## config.mk

```make
export PLATFORM = sky130hd
export DESIGN_NAME = hazard_controller_flat
export DESIGN_NICKNAME = d
export VERILOG_FILES = /design/src/rtl/hazard_controller_if.sv /design/src/rtl/hazard_controller.sv /design/src/flat_wrapper.sv
export SDC_FILE = /design/constraint.sdc
export NUM_CORES = 1
export LEC_CHECK = 0
export ABC_AREA = 1
export BUFFER_PORTS_ARGS = -buffer_cell sky130_fd_sc_hd__buf_2
export CAP_MARGIN = 30
export CORE_ASPECT_RATIO = 1.4
export CORE_MARGIN = 1
export CORE_UTILIZATION = 50
export DETAILED_ROUTE_END_ITERATION = 10
export GPL_ROUTABILITY_DRIVEN = 0
export PLACE_DENSITY_LB_ADDON = 0.25
export SLEW_MARGIN = 15
export SYNTH_ARGS = -nofsm -noshare
export SYNTH_HDL_FRONTEND = slang
export SYNTH_SLANG_ARGS = --single-unit
```

## constraint.sdc

```tcl
create_clock -name clk -period 1.9 [get_ports clk]
set_clock_uncertainty 0.15 [all_clocks]
set_input_delay 0.095 -clock clk [delete_from_list [all_inputs] [get_ports clk]]
set_output_delay 0.095 -clock clk [all_outputs]
set_load 0.03 [all_outputs]
```

## src/rtl/hazard_controller_if.sv

```systemverilog
// Pipeline-side bundle of the hazard controller. The pipeline drives the
// hazard inputs and consumes the enables. The controller drives the enables
// and the debug counters.
interface hazard_controller_if #(
    parameter int CNT_WIDTH = 32
);
    logic [4:0]           ID_rs1;
    logic [4:0]           ID_rs2;
    logic                 ID_use_rs1;
    logic                 ID_use_rs2;
    logic [4:0]           ID_EX_rd;
    logic                 ID_EX_mem_read;
    logic                 EX_redirect;
    logic                 EX_MEM_mem_req;
    logic                 dmem_ack;
    logic                 PC_write;
    logic                 IF_ID_write;
    logic                 ID_EX_write;
    logic                 EX_MEM_write;
    logic                 IF_ID_flush;
    logic                 ID_EX_flush;
    logic                 MEM_WB_flush;
    logic [CNT_WIDTH-1:0] stall_cycles;
    logic [CNT_WIDTH-1:0] flush_events;
    logic                 mem_timeout;

    modport master (
        output ID_rs1, ID_rs2, ID_use_rs1, ID_use_rs2, ID_EX_rd, ID_EX_mem_read,
               EX_redirect, EX_MEM_mem_req, dmem_ack,
        input  PC_write, IF_ID_write, ID_EX_write, EX_MEM_write,
               IF_ID_flush, ID_EX_flush, MEM_WB_flush,
               stall_cycles, flush_events, mem_timeout
    );

    modport slave (
        input  ID_rs1, ID_rs2, ID_use_rs1, ID_use_rs2, ID_EX_rd, ID_EX_mem_read,
               EX_redirect, EX_MEM_mem_req, dmem_ack,
        output PC_write, IF_ID_write, ID_EX_write, EX_MEM_write,
               IF_ID_flush, ID_EX_flush, MEM_WB_flush,
               stall_cycles, flush_events, mem_timeout
    );
endinterface

```

## src/rtl/hazard_controller.sv

```systemverilog
// Pipeline sequencing controller for the 5-stage core.
// Memory stall outranks an EX redirect, and a redirect outranks a load-use
// bubble. The control enables are combinational. The FSM, the counters and
// the timeout flag are registered.
module hazard_controller #(
    parameter int CNT_WIDTH   = 32,
    parameter int MEM_TIMEOUT = 255
) (
    input  logic              clk,
    input  logic              rstn,
    hazard_controller_if.slave hz
);
    localparam int WAIT_W = $clog2(MEM_TIMEOUT + 1);
    localparam logic [WAIT_W:0]      TIMEOUT_LIM = (WAIT_W + 1)'(MEM_TIMEOUT);
    localparam logic [CNT_WIDTH-1:0] CNT_MAX     = {CNT_WIDTH{1'b1}};
    localparam logic [CNT_WIDTH-1:0] CNT_ONE     = {{(CNT_WIDTH-1){1'b0}}, 1'b1};

    typedef enum logic {RUN = 1'b0, MEM_WAIT = 1'b1} state_t;

    state_t               state_q, state_d;
    logic [WAIT_W-1:0]    wait_cnt_q, wait_cnt_d;
    logic [WAIT_W:0]      wait_inc_s;
    logic [CNT_WIDTH-1:0] stall_cycles_q, stall_cycles_d;
    logic [CNT_WIDTH-1:0] flush_events_q, flush_events_d;
    logic                 mem_timeout_q, mem_timeout_d;

    logic mem_stall_s, redirect_s, load_use_s, rs_match_s;
    logic pc_write_s, if_id_write_s, id_ex_write_s, ex_mem_write_s;
    logic if_id_flush_s, id_ex_flush_s, mem_wb_flush_s;

    // Hazard classification, already ranked by priority.
    always_comb begin
        mem_stall_s = ((state_q == MEM_WAIT) && !hz.dmem_ack) ||
                      ((state_q == RUN) && hz.EX_MEM_mem_req && !hz.dmem_ack);
        rs_match_s  = (hz.ID_use_rs1 && (hz.ID_rs1 == hz.ID_EX_rd)) ||
                      (hz.ID_use_rs2 && (hz.ID_rs2 == hz.ID_EX_rd));
        redirect_s  = !mem_stall_s && hz.EX_redirect;
        load_use_s  = !mem_stall_s && !hz.EX_redirect && hz.ID_EX_mem_read &&
                      (hz.ID_EX_rd != 5'd0) && rs_match_s;
    end

    // State register.
    always_ff @(posedge clk or negedge rstn) begin
        if (!rstn) begin
            state_q <= RUN;
        end else begin
            state_q <= state_d;
        end
    end

    // Next-state logic. Timeout never forces the FSM out of MEM_WAIT.
    always_comb begin
        state_d = state_q;
        case (state_q)
            RUN:      state_d = (hz.EX_MEM_mem_req && !hz.dmem_ack) ? MEM_WAIT : RUN;
            MEM_WAIT: state_d = hz.dmem_ack ? RUN : MEM_WAIT;
            default:  state_d = RUN;
        endcase
    end

    // Pipeline enables. The three hazard cases are handled in priority order.
    always_comb begin
        pc_write_s     = 1'b1;
        if_id_write_s  = 1'b1;
        id_ex_write_s  = 1'b1;
        ex_mem_write_s = 1'b1;
        if_id_flush_s  = 1'b0;
        id_ex_flush_s  = 1'b0;
        mem_wb_flush_s = 1'b0;
        if (mem_stall_s) begin
            pc_write_s     = 1'b0;
            if_id_write_s  = 1'b0;
            id_ex_write_s  = 1'b0;
            ex_mem_write_s = 1'b0;
            mem_wb_flush_s = 1'b1;
        end else if (redirect_s) begin
            if_id_flush_s  = 1'b1;
            id_ex_flush_s  = 1'b1;
        end else if (load_use_s) begin
            pc_write_s     = 1'b0;
            if_id_write_s  = 1'b0;
            id_ex_flush_s  = 1'b1;
        end else begin
            pc_write_s     = 1'b1;
        end
    end

    // Saturating debug counters, the MEM_WAIT cycle counter and the sticky timeout flag.
    always_comb begin
        stall_cycles_d = stall_cycles_q;
        flush_events_d = flush_events_q;
        wait_cnt_d     = wait_cnt_q;
        mem_timeout_d  = mem_timeout_q;
        wait_inc_s     = {1'b0, wait_cnt_q} + {{WAIT_W{1'b0}}, 1'b1};
        if (!pc_write_s && (stall_cycles_q != CNT_MAX)) begin
            stall_cycles_d = stall_cycles_q + CNT_ONE;
        end else begin
            stall_cycles_d = stall_cycles_q;
        end
        if (redirect_s && (flush_events_q != CNT_MAX)) begin
            flush_events_d = flush_events_q + CNT_ONE;
        end else begin
            flush_events_d = flush_events_q;
        end
        case (state_q)
            RUN: begin
                // The counter sits at zero in RUN, so it is clear on entry to MEM_WAIT.
                wait_cnt_d = {WAIT_W{1'b0}};
            end
            MEM_WAIT: begin
                if (!hz.dmem_ack) begin
                    if (wait_inc_s <= TIMEOUT_LIM) begin
                        wait_cnt_d = wait_inc_s[WAIT_W-1:0];
                    end else begin
                        wait_cnt_d = wait_cnt_q;
                    end
                    if (wait_inc_s >= TIMEOUT_LIM) begin
                        mem_timeout_d = 1'b1;
                    end else begin
                        mem_timeout_d = mem_timeout_q;
                    end
                end else begin
                    wait_cnt_d = wait_cnt_q;
                end
            end
            default: wait_cnt_d = {WAIT_W{1'b0}};
        endcase
    end

    // Counter and timeout registers.
    always_ff @(posedge clk or negedge rstn) begin
        if (!rstn) begin
            stall_cycles_q <= {CNT_WIDTH{1'b0}};
            flush_events_q <= {CNT_WIDTH{1'b0}};
            wait_cnt_q     <= {WAIT_W{1'b0}};
            mem_timeout_q  <= 1'b0;
        end else begin
            stall_cycles_q <= stall_cycles_d;
            flush_events_q <= flush_events_d;
            wait_cnt_q     <= wait_cnt_d;
            mem_timeout_q  <= mem_timeout_d;
        end
    end

    assign hz.PC_write     = pc_write_s;
    assign hz.IF_ID_write  = if_id_write_s;
    assign hz.ID_EX_write  = id_ex_write_s;
    assign hz.EX_MEM_write = ex_mem_write_s;
    assign hz.IF_ID_flush  = if_id_flush_s;
    assign hz.ID_EX_flush  = id_ex_flush_s;
    assign hz.MEM_WB_flush = mem_wb_flush_s;
    assign hz.stall_cycles = stall_cycles_q;
    assign hz.flush_events = flush_events_q;
    assign hz.mem_timeout  = mem_timeout_q;
endmodule

```

## src/flat_wrapper.sv

```systemverilog
// flat-port wrapper written by rule: the top's interface ports become plain ports
module hazard_controller_flat 
#(
    parameter int CNT_WIDTH   = 32,
    parameter int MEM_TIMEOUT = 255
)
  (clk, rstn, hz_ID_rs1, hz_ID_rs2, hz_ID_use_rs1, hz_ID_use_rs2, hz_ID_EX_rd, hz_ID_EX_mem_read, hz_EX_redirect, hz_EX_MEM_mem_req, hz_dmem_ack, hz_PC_write, hz_IF_ID_write, hz_ID_EX_write, hz_EX_MEM_write, hz_IF_ID_flush, hz_ID_EX_flush, hz_MEM_WB_flush, hz_stall_cycles, hz_flush_events, hz_mem_timeout);
  hazard_controller_if #(.CNT_WIDTH(CNT_WIDTH)) hz_i ();
  input  logic clk;
  input  logic rstn;
  input wire logic [$bits(hz_i.ID_rs1)-1:0] hz_ID_rs1;
  input wire logic [$bits(hz_i.ID_rs2)-1:0] hz_ID_rs2;
  input wire logic [$bits(hz_i.ID_use_rs1)-1:0] hz_ID_use_rs1;
  input wire logic [$bits(hz_i.ID_use_rs2)-1:0] hz_ID_use_rs2;
  input wire logic [$bits(hz_i.ID_EX_rd)-1:0] hz_ID_EX_rd;
  input wire logic [$bits(hz_i.ID_EX_mem_read)-1:0] hz_ID_EX_mem_read;
  input wire logic [$bits(hz_i.EX_redirect)-1:0] hz_EX_redirect;
  input wire logic [$bits(hz_i.EX_MEM_mem_req)-1:0] hz_EX_MEM_mem_req;
  input wire logic [$bits(hz_i.dmem_ack)-1:0] hz_dmem_ack;
  output wire logic [$bits(hz_i.PC_write)-1:0] hz_PC_write;
  output wire logic [$bits(hz_i.IF_ID_write)-1:0] hz_IF_ID_write;
  output wire logic [$bits(hz_i.ID_EX_write)-1:0] hz_ID_EX_write;
  output wire logic [$bits(hz_i.EX_MEM_write)-1:0] hz_EX_MEM_write;
  output wire logic [$bits(hz_i.IF_ID_flush)-1:0] hz_IF_ID_flush;
  output wire logic [$bits(hz_i.ID_EX_flush)-1:0] hz_ID_EX_flush;
  output wire logic [$bits(hz_i.MEM_WB_flush)-1:0] hz_MEM_WB_flush;
  output wire logic [$bits(hz_i.stall_cycles)-1:0] hz_stall_cycles;
  output wire logic [$bits(hz_i.flush_events)-1:0] hz_flush_events;
  output wire logic [$bits(hz_i.mem_timeout)-1:0] hz_mem_timeout;
  assign hz_i.ID_rs1 = hz_ID_rs1;
  assign hz_i.ID_rs2 = hz_ID_rs2;
  assign hz_i.ID_use_rs1 = hz_ID_use_rs1;
  assign hz_i.ID_use_rs2 = hz_ID_use_rs2;
  assign hz_i.ID_EX_rd = hz_ID_EX_rd;
  assign hz_i.ID_EX_mem_read = hz_ID_EX_mem_read;
  assign hz_i.EX_redirect = hz_EX_redirect;
  assign hz_i.EX_MEM_mem_req = hz_EX_MEM_mem_req;
  assign hz_i.dmem_ack = hz_dmem_ack;
  assign hz_PC_write = hz_i.PC_write;
  assign hz_IF_ID_write = hz_i.IF_ID_write;
  assign hz_ID_EX_write = hz_i.ID_EX_write;
  assign hz_EX_MEM_write = hz_i.EX_MEM_write;
  assign hz_IF_ID_flush = hz_i.IF_ID_flush;
  assign hz_ID_EX_flush = hz_i.ID_EX_flush;
  assign hz_MEM_WB_flush = hz_i.MEM_WB_flush;
  assign hz_stall_cycles = hz_i.stall_cycles;
  assign hz_flush_events = hz_i.flush_events;
  assign hz_mem_timeout = hz_i.mem_timeout;
  hazard_controller #(.CNT_WIDTH(CNT_WIDTH), .MEM_TIMEOUT(MEM_TIMEOUT)) u_core (.clk(clk), .rstn(rstn), .hz(hz_i));
endmodule
```

==> metrics.md <==
| Metric | Value |
|---|---|
| Power Density | about 700 nW/um2 |
| Die Width | 83.7 um |
| Max-cap violation count | 0 |
| Sw Share | 32.9% |
| Final setup fails | 9 |
| FILL cells | 684 |
| Layout Nets | 836 |
| Mapped Nets | 666 |
| Input/output buffers | 94 |
| Commonest non-fill, non-tap cells in the layout | nand2_1, buf_2, buf_4 |
| Seq/Total Area, Yosys | 39.7% |
| Max clock buf depth | 2 |
| Layout cells sized above 1 | roughly 35% |
| DR vias | 5,007 |
| CP cell instances | nand3_2 > o21bai_1 > nand2_1 > nor2_4 > nand3_2 > nand2_2 > nand3_2 > nand2_4 > nand2_1 > nand2_1 |
| Chip Height | 116 um |
| Total gr overflow | 0 |
| Core ar. | 9030 um2 |
| Hold crit path type | in -> reg |
| Tot GR Track Use | 27.3% |
| Crit start category | register |
| Avg Vias per Cell | 5.44 |
| Critical path data required time | 2.03 ns |
| 1st-iter DRT viols | 309 |
| Crit path max fanout | 8 |
| Most common cell after layout, fill and taps aside | nand2_1 |
| CP max stage cell | dfrtp_1 |
| Seq. cell area | roughly 1900 um2 |
| TritonCTS Buffers | 9 |
| Pint | ~3.1 mW |
| Switching power | 1.53 mW |
| RSZ-0062 raised after global routing | true |
| Clock Latency Late Sink | 0.34 ns |
| Sequential Power Share | 40.7% |
| Kind of critical path | reg -> reg |
| Area of the multi-input gates | 2820 um2 |
| Power Total | 4.67 mW |
| Min Tclk post-route | just under 2 ns |
| Synth Register Bits | 74 |
| Part of the cycle the worst path needs | 104% |
| First-pass GRT wire length | roughly 21,000 um |
| Drt first pass iters | 5 |
| Combinational power share | approximately a quarter |
| Num ports | 95 |
| Critical path's largest stage delay | 0.47 ns |
| Failing checks | setup timing |
| FP Rows | 41 |
| Reg2reg setup slack | -0.07 ns |
| Post-route ant nets | 0 |
| Crit path buf inv count | 0 |
| Achievable Freq | slightly above 500 MHz |
| Post-Syn Area per Cell | 7.31 um2 |
| WL final | 14,000 um |
| Peak VDD IR | 0.756 mV |
| Synth Cell Area | roughly 4700 um2 |
| Clock power frac | 34.0% |
| Post-DP HPWL | between 9000 and 10,000 um |
| WP data arrival | between 2 and 2.5 ns |
| Die area | 9730 um2 |
| H-tree levels | 3 |
| Drt wl/cell | 15.2 um |
| Drt drc | 0 |
| CTS tree | done |
| Largest net degree at the start of global routing | 48 |
| Initial antenna violation count | 0 |
| Leakage | 3.26 nW |
| Final Hold Vio Count | 0 |
| Slew Limit Fails | 0 |
| Kind of cell adding the most delay to the critical path | simple AND/OR/NAND/NOR gates |
| Gate Count Post-Synth | around 640 |
| Reg clk slew, reported paths | 0.06 ns |
| Root Buffer | clkbuf_16 |
| Dpl cells | just under 900 |
| Number of global-route vias before repair | 4,707 |
| Worst setup EP type | register |
| Yosys cell types | 31 |
| Ys Warns | 0 |
| Slew @ Worst Pin | 0.617 ns |
| Setup TNS | -0.511 ns |
| Diodes inserted | 0 |
| Fin worst setup slack | -0.0695 ns |
| Status | complete, but fails checks |
| Clock sink count | between 70 and 80 |
| Post-Layout Cell Count | 921 |
| Max_slew headroom | 58.7% |
| Area added between synthesis and finish | 39.4% |
| Starting Density | 51.7% |
power by group through the flow:
stage | clock network, mW | registers, mW | logic, mW
2_1_floorplan | 0 | 2.15 | 0.377
3_3_place_gp | 0 | 1.90 | 0.950
3_5_place_dp | 0 | 1.91 | 0.960
4_1_cts | 1.62 | 1.87 | 1.04
5_1_grt | 1.68 | 1.92 | 1.27
6_report | 1.59 | 1.90 | 1.18
final timing paths:
check	startpoint	end	depth (start not counted)
max	u_core.wait_cnt_q[2]	u_core.wait_cnt_q[4]	10
min	hz_dmem_ack	u_core.wait_cnt_q[5]	4
max reg2reg	u_core.wait_cnt_q[2]	u_core.wait_cnt_q[4]	10
min reg2reg	u_core.hz.mem_timeout	u_core.hz.mem_timeout	1
max in group asynchronous	rstn	u_core.hz.flush_events[1]	3
min in group asynchronous	rstn	u_core.hz.stall_cycles[30]	2
metal layers:
| metal | track usage (%) | vias to the layer above | share of wire, % |
|---|---|---|---|
| met1 | 29.9 | 2331 | 36 |
| li1 | - | 2367 | - |
| met5 | 0 | - | 0 |
| met3 | 4.17 | 69 | 5.8 |
| met2 | 49.5 | 240 | 53 |
| met4 | 17.7 | 0 | 5.4 |
per-stage QoR:
step	utilization (%)	area [um2]	worst slack [ns]	hold slack (ns)
floorplan	-	4760	-0.259	-0.351
global placement	63.1	5700	-0.00416	-0.00394
detailed placement	63.1	5700	-0.127	0.00414
CTS	67.7	6110	-0.0816	0.0559
global route	72.1	6510	-0.151	0.105
finish	72.1	6510	-0.0695	0.0620
state kept, by name (all words and copies together), names as in the netlist:
| name | count |
|---|---|
| u_core.hz.mem_timeout | 1 |
| u_core.hz.stall_cycles | 32 |
| u_core.wait_cnt_q | 8 |
| u_core.hz.flush_events | 32 |
| u_core.state_q | 1 |
worst register-to-register path, cell delays in order (launching register included):
cell,delay (ns)
dfrtp_1,0.47
nand3_2,0.18
o21bai_1,0.24
nand2_1,0.13
nor2_4,0.15
nand3_2,0.09
nand2_2,0.11
nand3_2,0.11
nand2_4,0.14
nand2_1,0.08
nand2_1,0.05
repair_timing:
| action | in CTS | in global routing |
|---|---|---|
| buffers inserted | 7 | 13 |
| endpoints found under the setup margin | 16 | 70 |
| pin swaps | 13 | 30 |
| gates resized for setup | 23 | 71 |
| hold buffers | 1 | 0 |
| endpoints found under the hold margin | 44 | 0 |
| cloned | 0 | 3 |
synth_stat cells:
cell	instances	area, um2
ha_1	4	50.1
nor2_4	2	22.5
o21ai_2	1	8.76
nor3_2	2	20.0
nand3b_1	2	15.0
buf_2	7	35.0
or2_2	1	6.26
o211ai_1	1	7.51
xor2_1	48	420
nand3_4	1	17.5
a21oi_1	1	5.00
buf_4	2	15.0
nand4_1	20	125
o21bai_1	2	15.0
nor4_2	1	12.5
nand3_1	57	285
nand2_1	208	781
dfrtp_1	74	1850
nand2_2	1	6.26
inv_1	65	244
nor3_1	32	160
xnor2_1	19	166
nor2_1	68	255
nor2_2	1	6.26
a21o_1	1	7.51
o21ai_0	11	55.1
nand2_4	1	11.3
nand4_4	1	21.3
inv_2	1	3.75
buf_6	3	33.8
clkbuf_1	1	3.75
final cells by class:
type                    instances  area share (%)
repair buffers                172            17.6
flip-flops and latches         74            28.7
multi-input cells             486            43.4
clock inverters                 3           0.231
clock buffers                  13            4.00
well taps                     107            2.06
inverters                      66            4.00
kinds of logic (layout without fill, tap and decap cells):
group	count (synthesis)	after routing	synth area share, %
compound gates	17	17	2.12
flops	74	74	39.7
xor+xnor	67	67	12.6
simple gates	398	398	37.4
fa+ha+maj	4	4	1.07
buf+inv	79	254	7.18
Power figures use the tool's default switching activity.
